`src/rtl/pulse_sync_pkg.sv`:
```
// Shared definitions for the receive side of the toggle pulse-synchronizer link.
//   MODE_PULSE / MODE_HS : values of the pMODE parameter
//   MAX_STAGES           : deepest supported synchronizer chain
//   hs_state_e           : per-channel handshake state
package pulse_sync_pkg;

    localparam int MODE_PULSE = 0;
    localparam int MODE_HS    = 1;
    localparam int MAX_STAGES = 4;

    typedef enum logic [0:0] {
        IDLE = 1'b0,
        PEND = 1'b1
    } hs_state_e;

endpackage

```
`src/rtl/pulse_sync_rx_ch.sv`:
```
// One receive channel: synchronizes the sender's request toggle, detects its
// transitions and turns each into either a one-cycle pulse (MODE_PULSE) or a
// valid/ready event (MODE_HS), and returns an acknowledge toggle.
// Ports:
//   clk, rst  : receiving clock, synchronous active-high reset
//   req_tgl   : asynchronous request toggle from the sender
//   armed     : high once the post-reset arming window has elapsed
//   evt_rdy   : consumer ready (handshake mode only)
//   ovf_clr   : clears the sticky violation flag
//   evt_vld   : event valid
//   ack_tgl   : acknowledge toggle back to the sender
//   ovf       : sticky protocol-violation flag
//   drop      : combinational, high in the cycle an event is being dropped
module pulse_sync_rx_ch
    import pulse_sync_pkg::*;
#(
    parameter int pSTAGES = 2,
    parameter int pMODE   = MODE_HS
) (
    input  logic clk,
    input  logic rst,
    input  logic req_tgl,
    input  logic armed,
    input  logic evt_rdy,
    input  logic ovf_clr,
    output logic evt_vld,
    output logic ack_tgl,
    output logic ovf,
    output logic drop
);

    (* ASYNC_REG = "TRUE", keep = "true" *) logic [pSTAGES-1:0] sync_r;
    logic      lvl_r;
    hs_state_e state_r;
    logic      edge_s;
    logic      fire_s;

    // Transition detect on the synchronized level; suppressed while arming
    always_comb begin
        edge_s = sync_r[pSTAGES-1] ^ lvl_r;
        fire_s = edge_s & armed;
        if ((pMODE == MODE_HS) && (state_r == PEND)) begin
            drop = fire_s & ~evt_rdy;
        end else begin
            drop = 1'b0;
        end
    end

    // Sync chain, edge register and per-mode event/ack/violation state
    always_ff @(posedge clk) begin
        if (rst) begin
            sync_r  <= '0;
            lvl_r   <= 1'b0;
            state_r <= IDLE;
            evt_vld <= 1'b0;
            ack_tgl <= 1'b0;
            ovf     <= 1'b0;
        end else begin
            sync_r <= {sync_r[pSTAGES-2:0], req_tgl};
            lvl_r  <= sync_r[pSTAGES-1];
            if (pMODE == MODE_PULSE) begin
                state_r <= IDLE;
                evt_vld <= fire_s;
                ack_tgl <= lvl_r;
                ovf     <= 1'b0;
            end else begin
                case (state_r)
                    IDLE: begin
                        if (fire_s) begin
                            state_r <= PEND;
                            evt_vld <= 1'b1;
                        end
                    end
                    PEND: begin
                        // Accept; a coincident new edge becomes the next pending event
                        if (evt_rdy) begin
                            ack_tgl <= ~ack_tgl;
                            if (!fire_s) begin
                                state_r <= IDLE;
                                evt_vld <= 1'b0;
                            end
                        end
                    end
                    default: begin
                        state_r <= IDLE;
                        evt_vld <= 1'b0;
                    end
                endcase
                // A new violation wins over a clear in the same cycle
                ovf <= (ovf & ~ovf_clr) | drop;
            end
        end
    end

endmodule

```
`src/rtl/pulse_sync_rx_hs.sv`:
```
// Multi-channel receive side of a two-phase pulse-synchronizer link.
// Holds the post-reset arming counter and the saturating drop counter, and
// instantiates one pulse_sync_rx_ch per channel.
// Ports:
//   clk, rst : receiving clock, synchronous active-high reset
//   req_tgl  : [pCH] asynchronous request toggles
//   ack_tgl  : [pCH] acknowledge toggles to the sender
//   evt_vld  : [pCH] event valid
//   evt_rdy  : [pCH] consumer ready (handshake mode only)
//   ovf      : [pCH] sticky protocol-violation flags
//   ovf_clr  : [pCH] violation flag clears
//   drop_cnt : [pCNT_W] saturating count of dropped events, all channels
//   armed    : high once the arming window has elapsed
module pulse_sync_rx_hs
    import pulse_sync_pkg::*;
#(
    parameter int pCH     = 4,
    parameter int pSTAGES = 2,
    parameter int pMODE   = MODE_HS,
    parameter int pCNT_W  = 8
) (
    input  logic              clk,
    input  logic              rst,
    input  logic [pCH-1:0]    req_tgl,
    output logic [pCH-1:0]    ack_tgl,
    output logic [pCH-1:0]    evt_vld,
    input  logic [pCH-1:0]    evt_rdy,
    output logic [pCH-1:0]    ovf,
    input  logic [pCH-1:0]    ovf_clr,
    output logic [pCNT_W-1:0] drop_cnt,
    output logic              armed
);

    localparam int ARM_W = $clog2(MAX_STAGES + 2);
    localparam logic [ARM_W-1:0] ARM_LAST = ARM_W'(pSTAGES);
    localparam int POP_W = $clog2(pCH + 1);
    localparam int SUM_W = pCNT_W + POP_W;
    localparam logic [SUM_W-1:0] CNT_MAX = SUM_W'({pCNT_W{1'b1}});

    logic [ARM_W-1:0]  arm_cnt_r;
    logic [pCH-1:0]    drop_s;
    logic [POP_W-1:0]  pop_s;
    logic [SUM_W-1:0]  sum_s;
    logic [pCNT_W-1:0] sat_s;

    // Number of channels dropping this cycle, added to the count with saturation
    always_comb begin
        pop_s = '0;
        for (int i = 0; i < pCH; i++) begin
            pop_s = pop_s + POP_W'(drop_s[i]);
        end
        sum_s = SUM_W'(drop_cnt) + SUM_W'(pop_s);
        if (sum_s > CNT_MAX) begin
            sat_s = CNT_MAX[pCNT_W-1:0];
        end else begin
            sat_s = sum_s[pCNT_W-1:0];
        end
    end

    // Arming window of pSTAGES+1 cycles lets the sync chain flush any level
    // present at reset into the edge register without producing an event
    always_ff @(posedge clk) begin
        if (rst) begin
            arm_cnt_r <= '0;
            armed     <= 1'b0;
        end else if (!armed) begin
            if (arm_cnt_r == ARM_LAST) begin
                armed <= 1'b1;
            end else begin
                arm_cnt_r <= arm_cnt_r + ARM_W'(1);
            end
        end else begin
            arm_cnt_r <= arm_cnt_r;
        end
    end

    // Saturating drop counter, cleared only by reset
    always_ff @(posedge clk) begin
        if (rst) begin
            drop_cnt <= '0;
        end else if (pMODE == MODE_PULSE) begin
            drop_cnt <= '0;
        end else begin
            drop_cnt <= sat_s;
        end
    end

    for (genvar g = 0; g < pCH; g++) begin : g_ch
        pulse_sync_rx_ch #(
            .pSTAGES (pSTAGES),
            .pMODE   (pMODE)
        ) u_ch (
            .clk     (clk),
            .rst     (rst),
            .req_tgl (req_tgl[g]),
            .armed   (armed),
            .evt_rdy (evt_rdy[g]),
            .ovf_clr (ovf_clr[g]),
            .evt_vld (evt_vld[g]),
            .ack_tgl (ack_tgl[g]),
            .ovf     (ovf[g]),
            .drop    (drop_s[g])
        );
    end

endmodule

```
`config.mk`:
```
export PLATFORM = sky130hd
export DESIGN_NAME = pulse_sync_rx_hs
export DESIGN_NICKNAME = d
export VERILOG_FILES = /design/src/rtl/pulse_sync_pkg.sv /design/src/rtl/pulse_sync_rx_ch.sv /design/src/rtl/pulse_sync_rx_hs.sv
export SDC_FILE = /design/constraint.sdc
export NUM_CORES = 1
export LEC_CHECK = 0
export CORE_MARGIN = 3
export CORE_UTILIZATION = 26
export CTS_CLUSTER_DIAMETER = 120
export CTS_CLUSTER_SIZE = 14
export DETAILED_ROUTE_END_ITERATION = 6
export GPL_TIMING_DRIVEN = 0
export SLEW_MARGIN = 10
export SYNTH_ARGS = -nofsm -noshare
export SYNTH_HDL_FRONTEND = slang
export SYNTH_SLANG_ARGS = --single-unit
```
`constraint.sdc`:
```
create_clock -name clk -period 6.7 [get_ports clk]
set_input_delay 1.34 -clock clk [delete_from_list [all_inputs] [get_ports clk]]
set_output_delay 1.34 -clock clk [all_outputs]
set_load 0.03 [all_outputs]
```
Yosys cells after proc, flatten, opt, wreduce, memory -nomap -nowiden
Index checks and enable logic that the tools add are counted.
{"block": "word_totals", "latch_bits": 0, "input_bits": 14, "mem_bits_ro": 0, "regBits": 40, "wordCells": 128, "memories": 0, "out_inout_bits": 21, "ramBits": 0}
{"block": "op_classes", "n_mul": 0, "magnitude_cmp": 1, "shift": 0, "n_div": 0, "addsub": 5, "n_reduce_logical": 9, "n_bitwise": 38, "n_eq_ne": 13, "muxes": 35}
{"cell": "two-way mux 1 bit", "count": 26}
{"cell": "NOT 1 bit", "count": 18}
{"cell": "!= test 2 bit (second input constant)", "count": 8}
{"cell": "one-hot mux 1 bit (2 select lines)", "count": 8}
{"cell": "AND 1 bit", "count": 12}
{"cell": "AND reduction 3 bit", "count": 4}
{"cell": "AND reduction 2 bit", "count": 5}
{"cell": "adder 8 x 3 -> 9 bit", "count": 1}
{"cell": "> comparator 9 x 8 -> 1 bit (second input constant)", "count": 1}
{"cell": "two-way mux 8 bit", "count": 1}
{"cell": "!= test 2 x 1 -> 1 bit (second input constant)", "count": 4}
{"cell": "OR 1 bit", "count": 4}
{"cell": "bitwise XOR 1 bit", "count": 4}
{"cell": "adder 2 x 1 -> 3 bit", "count": 1}
{"cell": "adder 3 x 1 -> 3 bit", "count": 1}
{"cell": "adder 3 x 1 -> 3 bit (second input constant)", "count": 1}
{"cell": "== test 3 x 2 -> 1 bit (second input constant)", "count": 1}
{"cell": "adder 1 x 1 -> 2 bit", "count": 1}

Depth between registers and ports, before layout
Gate-level depths: netlist of run 1.
{"block": "depth", "depth_word": 10, "ltp_mapped": 11, "mapped_depth_nobuf": 11}

By module
A second synthesis of run 1 with hierarchy kept.
{"block": "hier_totals", "hier_cells": 154, "area_unflattened_um2": 1556.5}
{"mod": "pulse_sync_rx_ch", "area_per_inst_um2": 237.7, "instances": 4, "cells_each": 23, "seq_area_each_um2": 140.1}
{"mod": "pulse_sync_rx_hs", "area_per_inst_um2": 605.6, "instances": 1, "cells_each": 62, "seq_area_each_um2": 240.2}

Worst setup path before layout of run 1
No wires, ideal clock.
{"block": "synth_path", "kind": "input port to flip-flop", "from": "input port evt_rdy[0]", "to": "register drop_cnt[6]", "arrival_ns": 3.660, "setup_time_ns": 0.128, "slack_ns": 2.913, "required_ns": 6.572, "n_path_buf": 0, "path_stages": 10, "cell_sequence": "nand2b_1 -> or2_2 -> fa_1 -> fa_1 -> inv_1 -> fa_1 -> nand2_2 -> or4b_1 -> o21ai_1 -> nor2_1"}
{"block": "synth_via", "elab_chain_cells": 9}
{"item": "from (decl)", "line": "pulse_sync_rx_hs.sv:27", "rtl": "input logic [pCH-1:0] evt_rdy,"}
{"item": "NOT 1 bit *", "line": "pulse_sync_rx_ch.sv:43", "rtl": "drop = fire_s & ~evt_rdy;"}
{"item": "AND 1 bit *", "line": "pulse_sync_rx_ch.sv:43"}
{"item": "two-way mux 1 bit *", "line": "pulse_sync_rx_ch.sv:42", "rtl": "if ((pMODE == MODE_HS) && (state_r == PEND)) begin"}
{"item": "adder 1 x 1 -> 2 bit *", "line": "pulse_sync_rx_hs.sv:50", "rtl": "pop_s = pop_s + POP_W'(drop_s[i]);"}
{"item": "adder 2 x 1 -> 3 bit *", "line": "pulse_sync_rx_hs.sv:50"}
{"item": "adder 3 x 1 -> 3 bit *", "line": "pulse_sync_rx_hs.sv:50"}
{"item": "adder 8 x 3 -> 9 bit *", "line": "pulse_sync_rx_hs.sv:52", "rtl": "sum_s = SUM_W'(drop_cnt) + SUM_W'(pop_s);"}
{"item": "> comparator 9 x 8 -> 1 bit", "line": "pulse_sync_rx_hs.sv:53", "rtl": "if (sum_s > CNT_MAX) begin"}
{"item": "two-way mux 8 bit *", "line": "pulse_sync_rx_hs.sv:53"}
{"item": "to (signal assigned)", "line": "pulse_sync_rx_hs.sv:84", "rtl": "drop_cnt <= sat_s;"}
{"item": "to (decl)", "line": "pulse_sync_rx_hs.sv:30", "rtl": "output logic [pCNT_W-1:0] drop_cnt,"}
Mark *: on every way between the ends. The rest lies on a longest branch, timed or not.
A chain may end at the register's enable or synchronous reset.

Worst setup path after layout of run 1
Same ends and word-level chain as after synthesis.

==> results of run 1 <==
-- flip-flops by register name, summed over array words and instances, names as in the netlist, 3 cells and up --
register and count:
g_ch.u_ch.lvl_r 4, g_ch.u_ch.ovf 4, arm_cnt_r 3, g_ch.u_ch.ack_tgl 4, g_ch.u_ch.evt_vld 4, g_ch.u_ch.state_r 4, drop_cnt 8, g_ch.u_ch.sync_r 8
-- cells in the mapped netlist --
cell type | count | share of area
o2111ai_1 | 1 | 0.0054
o21ai_1 | 1 | 0.0031
nor2b_1 | 14 | 0.054
o21a_1 | 5 | 0.023
a21oi_1 | 15 | 0.046
fa_1 | 3 | 0.037
nand4_1 | 1 | 0.0038
or4b_1 | 1 | 0.0061
nor3b_1 | 1 | 0.0046
buf_1 | 1 | 0.0023
ha_1 | 3 | 0.023
inv_1 | 6 | 0.014
or2_2 | 4 | 0.015
xor2_1 | 9 | 0.048
nand2b_1 | 8 | 0.031
dfxtp_1 | 40 | 0.49
xnor2_1 | 2 | 0.011
and4_2 | 1 | 0.0061
nor3_1 | 3 | 0.0092
buf_4 | 12 | 0.055
nand2_1 | 9 | 0.021
nand3_2 | 2 | 0.012
a211oi_1 | 1 | 0.0046
nand2_2 | 1 | 0.0038
nor2_1 | 18 | 0.041
and2_2 | 1 | 0.0046
clkbuf_1 | 3 | 0.0069
a31oi_1 | 5 | 0.019
-- worst paths after layout --
kind / start / to / cells after the start
setup reg to reg: armed / drop_cnt[6] / 10
setup / recovery: evt_rdy[0] / drop_cnt[6] / 11
hold / removal: g_ch[3].u_ch.sync_r[0] / g_ch[3].u_ch.sync_r[1] / 1
hold reg to reg: g_ch[3].u_ch.sync_r[0] / g_ch[3].u_ch.sync_r[1] / 1
-- final cells by class --
cell class	instances	area, um^2
inverters	6	22.52
clock inverters	1	30.03
plain buffers	16	105.1
multi-input cells	109	705.7
fillers	601	3806
flip-flops and latches	40	800.8
clock buffers	7	96.34
well taps	75	93.84
repair buffers	33	330.3
-- per-stage QoR --
step	std cells	instance area, um^2	setup WS [ns]	utilization	hold WS, ns
floorplan	171	1634	2.913	-	0.4138
global placement	279	2058	2.293	0.3436	0.4199
detailed placement	279	2058	2.256	0.3436	0.4285
CTS	287	2185	2.573	0.3647	0.4464
global route	287	2185	2.456	0.3647	0.4647
finish	287	2185	2.577	0.3647	0.4457
-- power groups by stage --
stage	Combinational, mW	Clock [mW]	Sequential (mW)
after floorplan	0.0419	0	0.270
after global placement	0.0657	0	0.269
after detailed placement	0.0669	0	0.269
after CTS	0.0673	0.222	0.263
after global routing	0.0752	0.231	0.266
final	0.0663	0.215	0.263
-- layer usage --
metal	part of all wire	wire (um)	vias to the layer above
met5	0	0	-
met4	0	0	0
met3	0.060	183	0
met2	0.46	1417	30
met1	0.48	1470	559
li1	-	-	626
-- cells in the final DEF (no fill, tap or decap) --
cell	n
nand2b_1	8
nand2_2	1
ha_1	3
fa_1	3
o2111ai_1	1
nand4_1	1
and2_2	1
nand3_2	2
bufinv_16	1
nand2_1	9
clkbuf_8	7
nor3_1	3
nor2b_1	14
and4_2	1
inv_1	6
xnor2_1	2
or4b_1	1
buf_1	1
o21ai_1	1
a31oi_1	5
dfxtp_1	40
clkbuf_1	3
nor3b_1	1
buf_4	12
or2_2	4
a211oi_1	1
clkdlybuf4s50_1	33
nor2_1	18
o21a_1	5
a21oi_1	15
xor2_1	9
-- worst reg2reg max path, delay by kind of cell, from the launching register on --
family / cells / cell delay, ns
buffers and inverters: 1 / 0.09
adder cells (fa/ha/maj): 3 / 1.22
flip-flops: 1 / 0.47
AND/OR/NAND/NOR: 5 / 1.15
AO/OA/AOI/OAI: 1 / 0.09
-- cell families after synthesis --
kind of cell	count (synthesis)
AO/OA/AOI/OAI	28
XOR/XNOR	11
adder cells (fa/ha/maj)	6
buffers and inverters	22
flip-flops	40
AND/OR/NAND/NOR	64
==> metrics, run 1 <==
status finished clean; CTS tree built; CTS buffer count 5; RSZ-0062 raised after global routing no; Tcrit/Tclk final 0.6154; initial antenna violation count 0; Placeable Area 5991 um^2; Synth Area in Simple Gates 0.2121; Crit Path Category input pin to register; vias in the first global route 1187; dpl hpwl 2190 um; via count 1215; die area 7272 um^2; Leak 0.8420 nW; worst-path cell chain clkdlybuf4s50_1, nand2b_1, or2_2, fa_1, fa_1, inv_1, fa_1, nand2_2, or4b_1, o21ai_1, nor2_1; worst path arrival time 4.30 ns; busiest layer in global routing met2; syn avg cell area 9.556 um^2; Worst setup SP type input pin; htree depth 2; cell family with most CP delay adder cells; # DRC 0; Syn-to-layout area delta 33.69%; clock share of power 0.395; Crit path top cell by count fa_1; global-route wire length before repair 5333 um; PnR Total Power 0.5448 mW; 1st-iter DRT viols 41; share of layout cells above drive strength 1 0.1368; final setup vio count 0; Hold Crit Class register to register; Die Ht 85.28 um; die width 85.28 um; CTS resizes 0; IO Pins 35; Final Hold Viols 0; Slew Limit Fails 0; Routed WL per cell 10.70 um; GRT overflow 0; Clock Skew 0.007392 ns; Period minus WS final 4.123 ns; Clk Latency, worst-skew pair 0.29 ns; critical path's slowest cell fa_1; synthesized area 1634 um^2; vias per cell 4.233; clk slew on worst S/H paths 0.08 ns; Switching Share 0.2353; CTS Hold Buffers Added 0; Slew headroom 0.6260; power per cell area 249.4 nW/um^2; Post-Synth Adder-Cell Area 0.05972; fmax 242.5 MHz; met3 GRT Util 0.04175; worst endpoint required time 6.87 ns; post-synthesis xor/xnor area fraction 0.05896; Rows 28; Unique masters post-synth 28; Ys Warns 0; Max-Cap Viols 0; Int Pwr 0.4166 mW; sequential cell fraction of total power 0.484; met1 GRT Util 0.1134; clock sink total 40; gpl congestion 0.7465; detailed-route wire length 3071 um; Fin Setup TNS 0 ns; Cells after Synth 171; Detailed Routing Iterations Pass 1 4; worst path bufs/invs 2; Max FO, Critical Path 5; syn nets 191; Post-DRT Antenna Nets 0; Comb power frac 0.122; Port Buffers 33; Root Buffer clkbuf_8; initial core utilization 0.2728; Register-to-Register Setup Slack 3.58 ns; flops & latches, synth 40; Clock Path Buffers 2; GRT Util Overall 0.09274; setup bufs post-CTS 0; post-synthesis sequential area ratio 0.4900; post-synthesis mux area share 0; largest net degree at the start of global routing 13; switching power 0.1282 mW; peak supply drop 0.08204 mV; CP Capture Type register; Compound-Gate Fraction of Synth Area 0.1011; main combinational cell family by area after synthesis simple AND/OR/NAND/NOR gates; net total in the final layout 231; Worst path max stage delay 0.49 ns; Antenna diodes 0; met2 usage 0.1455; Worst Max-Slew Pin Slew 0.5609 ns
Power figures use the tool's default switching activity.
==> inputs of run 2 (changes only) <==
==> constraint.sdc (replaced) <==
create_clock -name clk -period 3.7 [get_ports clk]
set_input_delay 0.74 -clock clk [delete_from_list [all_inputs] [get_ports clk]]
set_output_delay 0.74 -clock clk [all_outputs]
set_load 0.03 [all_outputs]
==> results of run 2 <==
The final DEF is identical to that of run 1. Status: finished clean.
Among the figures that moved: setup slack after placement 2.256 ns -> -0.1441 ns; setup slack after layout 2.577 ns -> 0.1768 ns; register-to-register setup slack 3.58 ns -> 0.58 ns; total power 0.5448 mW -> 0.9865 mW; worst IR drop on VDD 0.08204 mV -> 0.1486 mV
==> inputs of run 3 (changes only) <==
--- a/config.mk
+++ b/config.mk
@@ -5,12 +5,15 @@
 export SDC_FILE = /design/constraint.sdc
 export NUM_CORES = 1
 export LEC_CHECK = 0
+export CELL_PAD_IN_SITES_DETAIL_PLACEMENT = 0
+export CELL_PAD_IN_SITES_GLOBAL_PLACEMENT = 1
 export CORE_MARGIN = 3
 export CORE_UTILIZATION = 26
 export CTS_CLUSTER_DIAMETER = 120
 export CTS_CLUSTER_SIZE = 14
 export DETAILED_ROUTE_END_ITERATION = 6
 export GPL_TIMING_DRIVEN = 0
+export PLACE_DENSITY_LB_ADDON = 0.1
 export SLEW_MARGIN = 10
 export SYNTH_ARGS = -nofsm -noshare
 export SYNTH_HDL_FRONTEND = slang
==> run 3 against run 2 <==
Net effect:
- worst setup slack lost 0.0043 ns
- sequential power about the same
- power fell by 9.2%
- global-route usage is 0.31 points higher
- wire length rose by 6.1%
- die area did not move
==> metrics, run 3 (synthesis results as in run 1) <==
Worst setup SP type input pin (unchanged); worst path arrival time 3.69 ns (was 3.70 ns); Clk Latency, worst-skew pair 0.28 ns (was 0.29 ns); Max-Cap Viols 0 (unchanged); Placeable Area 5991 um^2 (unchanged); Rows 28 (unchanged); Routed WL per cell 11.35 um (was 10.70 um); CP Capture Type register (unchanged); Final Hold Viols 0 (unchanged); gpl congestion 0.6758 (was 0.7465); Fin Setup TNS 0 ns (unchanged); die width 85.28 um (unchanged); fillcell total 630 (was 601); Crit Path Category input pin to register (unchanged); Root Buffer clkbuf_8 (unchanged); 1st-iter DRT viols 22 (was 41); Die Ht 85.28 um (unchanged); initial core utilization 0.2728 (unchanged); Tcrit/Tclk final 0.9534 (was 0.9522); Syn-to-layout area delta 31.47% (was 33.69%); busiest layer in global routing met2 (unchanged); fmax 283.5 MHz (was 283.8 MHz); via count 1219 (was 1215); peak supply drop 0.1491 mV (was 0.1486 mV); GRT Util Overall 0.09585 (was 0.09274); Slew Limit Fails 0 (unchanged); CP startpoint evt_rdy[0] (unchanged); CTS resizes 0 (unchanged); global-route wire length before repair 5478 um (was 5333 um); commonest non-fill, non-tap cells in the layout dfxtp_1, clkdlybuf4s50_1, nor2_1 (unchanged); met3 GRT Util 0.03689 (was 0.04175); worst endpoint required time 3.86 ns (was 3.87 ns); IO Pins 35 (unchanged); die area 7272 um^2 (unchanged); placed cells 279 (unchanged); Critical Path End drop_cnt[6] (unchanged); RSZ-0062 raised after global routing no (unchanged); Largest regs drop_cnt (8), g_ch.u_ch.sync_r (8) (unchanged); Util after Layout 0.3586 (was 0.3647); share of layout cells above drive strength 1 0.1274 (was 0.1368); Clock Path Buffers 2 (unchanged); commonest non-fill, non-tap cell in the layout dfxtp_1 (unchanged); status finished clean (unchanged); htree depth 2 (unchanged); clk slew on worst S/H paths 0.07 ns (was 0.08 ns); Slew headroom 0.6092 (was 0.6260); Period minus WS final 3.528 ns (was 3.523 ns); dpl hpwl 2407 um (was 2190 um); Leak 0.8230 nW (was 0.8420 nW); met1 GRT Util 0.1159 (was 0.1134); largest net degree at the start of global routing 12 (was 13); setup bufs post-CTS 0 (unchanged); GRT overflow 0 (unchanged); detailed-route wire length 3258 um (was 3071 um); vias per cell 4.247 (was 4.233); CTS tree built (unchanged); reg2reg end drop_cnt[6] (unchanged); Antenna diodes 0 (unchanged); Finished Layout Cells 287 (unchanged); clock sink total 40 (unchanged); CTS buffer count 5 (unchanged); Post-DRT Antenna Nets 0 (unchanged); Clock Skew 0.004163 ns (was 0.007392 ns); vias in the first global route 1201 (was 1187); met2 usage 0.1547 (was 0.1455); initial antenna violation count 0 (unchanged); FF-to-FF path depth 10 (unchanged); Port Buffers 33 (unchanged); net total in the final layout 231 (unchanged); Worst Max-Slew Pin Slew 0.5861 ns (was 0.5609 ns); Register-to-Register Setup Slack 0.55 ns (was 0.58 ns); FF-to-FF Start armed (unchanged); Hold Crit Class register to register (unchanged); # DRC 0 (unchanged); Max FO, Critical Path 5 (unchanged); power per cell area 416.8 nW/um^2 (was 451.6 nW/um^2); final setup vio count 0 (unchanged); CTS Hold Buffers Added 0 (unchanged); Detailed Routing Iterations Pass 1 3 (was 4)
## run 3: how the worst min path moves through the flow
stage,cells after the start,slack [ns],to,from
final,1,0.44,g_ch[2].u_ch.sync_r[1],g_ch[2].u_ch.sync_r[0]
after detailed placement,1,0.42,g_ch[2].u_ch.sync_r[1],g_ch[2].u_ch.sync_r[0]
after global placement,1,0.42,g_ch[0].u_ch.sync_r[1],g_ch[0].u_ch.sync_r[0]
after floorplan,1,0.41,g_ch[0].u_ch.sync_r[1],g_ch[0].u_ch.sync_r[0]
after global routing,1,0.46,g_ch[1].u_ch.sync_r[1],g_ch[1].u_ch.sync_r[0]
after CTS,1,0.44,g_ch[2].u_ch.sync_r[1],g_ch[2].u_ch.sync_r[0]
## run 3: final cells by class
class | instances | area (um^2) | share of cell area
Buffer | 16 | 105.1 | 0.04892
Clock buffer | 8 | 90.09 | 0.04193
Inverter | 6 | 22.52 | 0.01048
Multi-Input combinational cell | 109 | 705.7 | 0.3285
Sequential cell | 40 | 800.8 | 0.3727
Tap cell | 75 | 93.84 | 0.04368
Timing Repair Buffer | 33 | 330.3 | 0.1538
## run 3: power breakdown
| part | switching [mW] | leakage [nW] | internal [mW] |
|---|---|---|---|
| clock | 0.142 | 0.0455 | 0.152 |
| combinational | 0.0626 | 0.452 | 0.0613 |
| sequential | 0.0212 | 0.325 | 0.456 |
| total | 0.226 | 0.823 | 0.669 |
## run 3: per-layer routing
layer | wire length (um) | vias up
met5 | 0 | -
met4 | 25 | 0
met3 | 179 | 2
met2 | 1567 | 27
met1 | 1485 | 565
li1 | - | 625
## run 3: critical path, cell delays in order
cell and delay (ns):
clkdlybuf4s50_1 0.44, nand2b_1 0.16, or2_2 0.32, fa_1 0.49
fa_1 0.46, inv_1 0.08, fa_1 0.25, nand2_2 0.11
or4b_1 0.47, o21ai_1 0.10, nor2_1 0.05
## run 3: stage by stage
stage	cell area (um^2)	total power [mW]	setup slack [ns]	hold slack [ns]
6_report	2148	0.8955	0.1725	0.4363
5_1_grt	2148	0.9469	0.006467	0.4579
4_1_cts	2148	0.9115	0.1612	0.4401
3_5_place_dp	2058	0.6125	-0.1644	0.4233
3_3_place_gp	2058	0.6045	-0.09649	0.4239
2_1_floorplan	1634	0.5644	0.5128	0.4138
